<file path="src/rtl/baccarat_sequencer.sv">
// Baccarat hand sequencer: a Moore FSM that strobes card loads and resolves the hand.
// Optional natural (8/9) short-cut in CHECK_P is enabled by defining BACCARAT_NATURAL_CHECK_EN.
module baccarat_sequencer (
    input  logic       slow_clock,
    input  logic       resetb,
    input  logic [3:0] pscore,
    input  logic [3:0] dscore,
    input  logic [3:0] pcard3,
    output logic       load_pcard1,
    output logic       load_pcard2,
    output logic       load_pcard3,
    output logic       load_dcard1,
    output logic       load_dcard2,
    output logic       load_dcard3,
    output logic       player_win_light,
    output logic       dealer_win_light,
    output logic       done
);

    typedef enum logic [3:0] {
        StIdle   = 4'd0,
        StDealP1 = 4'd1,
        StDealD1 = 4'd2,
        StDealP2 = 4'd3,
        StDealD2 = 4'd4,
        StCheckP = 4'd5,
        StDealP3 = 4'd6,
        StCheckD = 4'd7,
        StDealD3 = 4'd8,
        StResult = 4'd9,
        StDone   = 4'd10
    } state_e;

    state_e state_q, state_d;
    logic   stood_q, stood_d;
    logic   player_q, player_d;
    logic   dealer_q, dealer_d;

    logic [3:0] ps_sat;
    logic [3:0] ds_sat;
    logic [3:0] p3_val;
    logic       natural;
    logic       banker_draw;

    // Scores above 9 can only come from a faulty datapath; clamp them to 9.
    function automatic logic [3:0] sat_score(input logic [3:0] s);
        return (s > 4'd9) ? 4'd9 : s;
    endfunction

    function automatic logic banker_rule(input logic [3:0] ds, input logic [3:0] v);
        logic draw;
        case (ds)
            4'd0, 4'd1, 4'd2: draw = 1'b1;
            4'd3:             draw = (v != 4'd8);
            4'd4:             draw = (v >= 4'd2) && (v <= 4'd7);
            4'd5:             draw = (v >= 4'd4) && (v <= 4'd7);
            4'd6:             draw = (v >= 4'd6) && (v <= 4'd7);
            default:          draw = 1'b0;
        endcase
        return draw;
    endfunction

    always_comb begin
        ps_sat      = sat_score(pscore);
        ds_sat      = sat_score(dscore);
        // Tens and face cards count as zero.
        p3_val      = (pcard3 <= 4'd9) ? pcard3 : 4'd0;
        banker_draw = banker_rule(ds_sat, p3_val);
`ifdef BACCARAT_NATURAL_CHECK_EN
        natural     = (ps_sat >= 4'd8) || (ds_sat >= 4'd8);
`else
        natural     = 1'b0;
`endif
    end

    always_ff @(posedge slow_clock) begin
        if (resetb) begin
            state_q  <= StIdle;
            stood_q  <= 1'b0;
            player_q <= 1'b0;
            dealer_q <= 1'b0;
        end else begin
            state_q  <= state_d;
            stood_q  <= stood_d;
            player_q <= player_d;
            dealer_q <= dealer_d;
        end
    end

    always_comb begin
        state_d  = state_q;
        stood_d  = stood_q;
        player_d = player_q;
        dealer_d = dealer_q;
        case (state_q)
            StIdle: begin
                stood_d  = 1'b0;
                player_d = 1'b0;
                dealer_d = 1'b0;
                state_d  = StDealP1;
            end
            StDealP1: state_d = StDealD1;
            StDealD1: state_d = StDealP2;
            StDealP2: state_d = StDealD2;
            StDealD2: state_d = StCheckP;
            StCheckP: begin
                if (natural) begin
                    state_d = StResult;
                end else if (ps_sat <= 4'd5) begin
                    state_d = StDealP3;
                end else begin
                    stood_d = 1'b1;
                    state_d = StCheckD;
                end
            end
            StDealP3: begin
                stood_d = 1'b0;
                state_d = StCheckD;
            end
            StCheckD: begin
                if (stood_q ? (ds_sat <= 4'd5) : banker_draw) begin
                    state_d = StDealD3;
                end else begin
                    state_d = StResult;
                end
            end
            StDealD3: state_d = StResult;
            StResult: begin
                player_d = (ps_sat >= ds_sat);
                dealer_d = (ds_sat >= ps_sat);
                state_d  = StDone;
            end
            StDone:   state_d = StDone;
            default: begin
                stood_d  = 1'b0;
                player_d = 1'b0;
                dealer_d = 1'b0;
                state_d  = StIdle;
            end
        endcase
    end

    // Outputs depend only on registered state; lamps are flops written in RESULT.
    always_comb begin
        load_pcard1      = 1'b0;
        load_pcard2      = 1'b0;
        load_pcard3      = 1'b0;
        load_dcard1      = 1'b0;
        load_dcard2      = 1'b0;
        load_dcard3      = 1'b0;
        done             = 1'b0;
        player_win_light = player_q;
        dealer_win_light = dealer_q;
        case (state_q)
            StDealP1: load_pcard1 = 1'b1;
            StDealD1: load_dcard1 = 1'b1;
            StDealP2: load_pcard2 = 1'b1;
            StDealD2: load_dcard2 = 1'b1;
            StDealP3: load_pcard3 = 1'b1;
            StDealD3: load_dcard3 = 1'b1;
            StDone:   done        = 1'b1;
            default:  done        = 1'b0;
        endcase
    end

endmodule

</file>
<file path="config.mk">
export PLATFORM = sky130hd
export DESIGN_NAME = baccarat_sequencer
export DESIGN_NICKNAME = d
export VERILOG_FILES = /design/src/rtl/baccarat_sequencer.sv
export SDC_FILE = /design/constraint.sdc
export NUM_CORES = 1
export LEC_CHECK = 0
export CORE_AREA = 2 2 45 47
export CTS_CLUSTER_DIAMETER = 120
export DETAILED_ROUTE_END_ITERATION = 16
export DIE_AREA = 0 0 47 49
export PLACE_DENSITY_LB_ADDON = 0.08
export SLEW_MARGIN = 0
export SYNTH_ARGS = -nofsm -noshare
export SYNTH_HDL_FRONTEND = slang
export SYNTH_SLANG_ARGS = --single-unit
</file>
<file path="constraint.sdc">
create_clock -name slow_clock -period 1.35 [get_ports slow_clock]
set_clock_uncertainty 0.15 [all_clocks]
set_input_delay 0.2025 -clock slow_clock [delete_from_list [all_inputs] [get_ports slow_clock]]
set_output_delay 0.2025 -clock slow_clock [all_outputs]
set_load 0.02 [all_outputs]
</file>
==> metrics.txt <==
worst ir drop on vdd 331 uV; H-tree Lvls 1; TritonCTS clock tree built; via density per instance 5.27; number of nets with antenna violations after routing 0; fraction of final layout cells with drive strength greater than 1 56.8%; antenna cells 0; total area of multi-input combinational cells 654 sq um; Worst Setup Slack, final -0.143 ns; part of the Yosys area used for sequential elements 20.6%; syn_nets 104; remaining max-slew budget at the tightest pin 82.0%; Clock Tree Buf Depth 2; Sink Count 7; count of flip-flops with a built-in enable after synthesis 0; DRC 0; clock-pin slew on the worst setup and hold paths 0.05 ns; area added between synthesis and finish 102%; utilization after layout 74.7%; top-count cell post-synth sky130_fd_sc_hd__nor3_1; Iter 0 DRT Violations 25; Port Buffers 22; Worst setup SP type flip-flop; leakage 0.565 nW; average detailed-routed wire length per instance 15.2 um; Die Outline Area 2300 sq um; overall overflow remaining after global route 0; Gate Count Post-Synth 87; transition time at the pin with the least slew margin 0.270 ns; global-route usage over all layers 21.2%; maximum operating frequency 670 MHz; max-cap violation count 0; count of fill cells added during filler insertion 132; via count of the first global-routing pass 852; clock buffers created by TritonCTS 3; number of antenna violations at the first check in global routing 0; setup violators final 11; data required time of the worst path 1.00 ns; category of the critical setup timing path reg2out; final-layout setup total negative slack -0.931 ns; failing checks setup timing; half-perimeter wire length after detailed placement 1510 um; hold_ws 0.333 ns; number of hold violations in the final report 0; power density cells 647 nW/um^2; area share of the leading cell type in the synthesized netlist 20.6%; count of cell types in the netlist 40; critical path endpoint category output pin; hold bufs inserted after CTS 0; mapped cell area 681 sq um; synthesized area per cell 7.82 sq um; number of ports placed on the die boundary 23; main flop type after synthesis sky130_fd_sc_hd__dfxtp_1; die boundary height 49 um; critical path arrival 1.14 ns; leading post-synthesis cells by cell area sky130_fd_sc_hd__dfxtp_1 (21%), sky130_fd_sc_hd__nor3_1 (5.9%), sky130_fd_sc_hd__ha_1 (5.5%); cell type with the highest aggregate area in the netlist sky130_fd_sc_hd__dfxtp_1; setup repair after global routing missed its margin yes; Hold Path Class in2reg; maximum number of pins on one net before global-route repair 9; Area after DPL 1090 sq um; number of placement rows 16; placeable core area 1840 sq um; time the worst path needs with I/O delays and setup 1.49 ns; max-slew violation total from the final report 0; Worst R2R Path Depth 5; horizontal die dimension 47 um; global placer's final weighted congestion 0.721; top fanout value on the critical path 4; Initial Util 37.0%; global-route wire length before repair 3630 um; buffer type at the clock tree root sky130_fd_sc_hd__clkbuf_4; result of the run complete, but fails checks; register cell area after layout 153 sq um; detailed-route wire length 2530 um; most used standard cells in the synthesized netlist sky130_fd_sc_hd__nor3_1 (8), sky130_fd_sc_hd__dfxtp_1 (7), sky130_fd_sc_hd__nand2b_1 (6), sky130_fd_sc_hd__o21ai_1 (6); insertion delay to the later sink of the worst-skew pair 0.25 ns; final standard cell area without fillers 1380 sq um; Yosys warning count 0; number of vias in the routed layout 875; WHS Path Cells 4; Seq cells post-synth 7; number of nets in the layout 157; ys async rst share 0%; final clock period utilization by the worst path 111%; DRT Pass-1 Iters 10
==> cell type report <==
type | count | area share, %
multi-input cells | 68 | 47.5
inverters | 6 | 1.64
clock buffers | 4 | 1.91
repair buffers | 54 | 35.4
flip-flops and latches | 7 | 11.1
well taps | 27 | 2.45
==> final timing paths <==
| check | endpoint | slack (ns) | start |
|---|---|---|---|
| hold / removal | state_q[0] | 0.33 | dscore[2] |
| setup reg to reg | state_q[0] | -0.11 | state_q[2] |
| setup / recovery | load_pcard1 | -0.14 | state_q[3] |
| hold reg to reg | player_win_light | 0.37 | player_win_light |
==> power breakdown <==
group | switching, mW | internal (mW)
clock network | 0.0826 | 0.113
registers | 0.0260 | 0.219
logic | 0.196 | 0.254
total | 0.305 | 0.586
==> layout by cell type, fill, tap and decap left out, types with 2 or more instances in the layout <==
master,count
sky130_fd_sc_hd__nor2_1,2
sky130_fd_sc_hd__inv_2,3
sky130_fd_sc_hd__nor2b_4,2
sky130_fd_sc_hd__o21ai_1,5
sky130_fd_sc_hd__nor3_1,3
sky130_fd_sc_hd__a21oi_1,2
sky130_fd_sc_hd__o21a_1,2
sky130_fd_sc_hd__ha_4,3
sky130_fd_sc_hd__dfxtp_4,3
sky130_fd_sc_hd__buf_6,13
sky130_fd_sc_hd__inv_1,3
sky130_fd_sc_hd__nand2b_4,3
sky130_fd_sc_hd__clkdlybuf4s15_1,3
sky130_fd_sc_hd__o21ai_2,2
sky130_fd_sc_hd__dfxtp_1,3
sky130_fd_sc_hd__clkdlybuf4s50_1,6
sky130_fd_sc_hd__buf_4,26
sky130_fd_sc_hd__clkbuf_4,3
sky130_fd_sc_hd__dlygate4sd2_1,5
sky130_fd_sc_hd__nand3b_1,3
sky130_fd_sc_hd__nor3_2,4
sky130_fd_sc_hd__nand2b_1,4
sky130_fd_sc_hd__nand2_1,3
==> per-stage QoR <==
stage,setup slack [ns],power (mW),cells
global placement,-0.463,0.552,155
finish,-0.143,0.891,166
CTS,-0.149,0.845,165
global route,-0.183,0.930,166
detailed placement,-0.515,0.558,155
floorplan,0.00304,0.403,87
==> state kept, by name, indices dropped and copies added, names as in the netlist <==
name / cells
dealer_win_light: 1
player_win_light: 1
state_q: 4
stood_q: 1
==> critical path: stages, from the launching register on <==
cell and delay [ns]:
sky130_fd_sc_hd__dfxtp_2 0.34, sky130_fd_sc_hd__buf_6 0.11, sky130_fd_sc_hd__buf_4 0.12, sky130_fd_sc_hd__nor3_2 0.16
sky130_fd_sc_hd__buf_4 0.16
==> cells by family after synthesis <==
| family | count (synthesis) | share of synthesized area, % |
|---|---|---|
| XOR/XNOR | 1 | 1.29 |
| adder cells (fa/ha/maj) | 3 | 5.52 |
| AO/OA/AOI/OAI | 26 | 28.1 |
| buffers and inverters | 12 | 10.1 |
| AND/OR/NAND/NOR | 38 | 34.4 |
| flip-flops | 7 | 20.6 |
==> metal layers <==
metal | global-route usage, % | part of all wire, % | routed length [um]
met1 | 22.4 | 36 | 922
met2 | 38.4 | 58 | 1460
met3 | 1.48 | 3.6 | 90
met4 | 12.0 | 2.1 | 54
met5 | 0 | 0 | 0
==> repair_timing <==
item,4_1_cts,5_1_grt
resized for setup,88,15
pin swaps,12,5
endpoints found under the setup margin,14,13
buffers inserted,6,2
gates cloned,0,0
(Power assumes the default switching activity.)
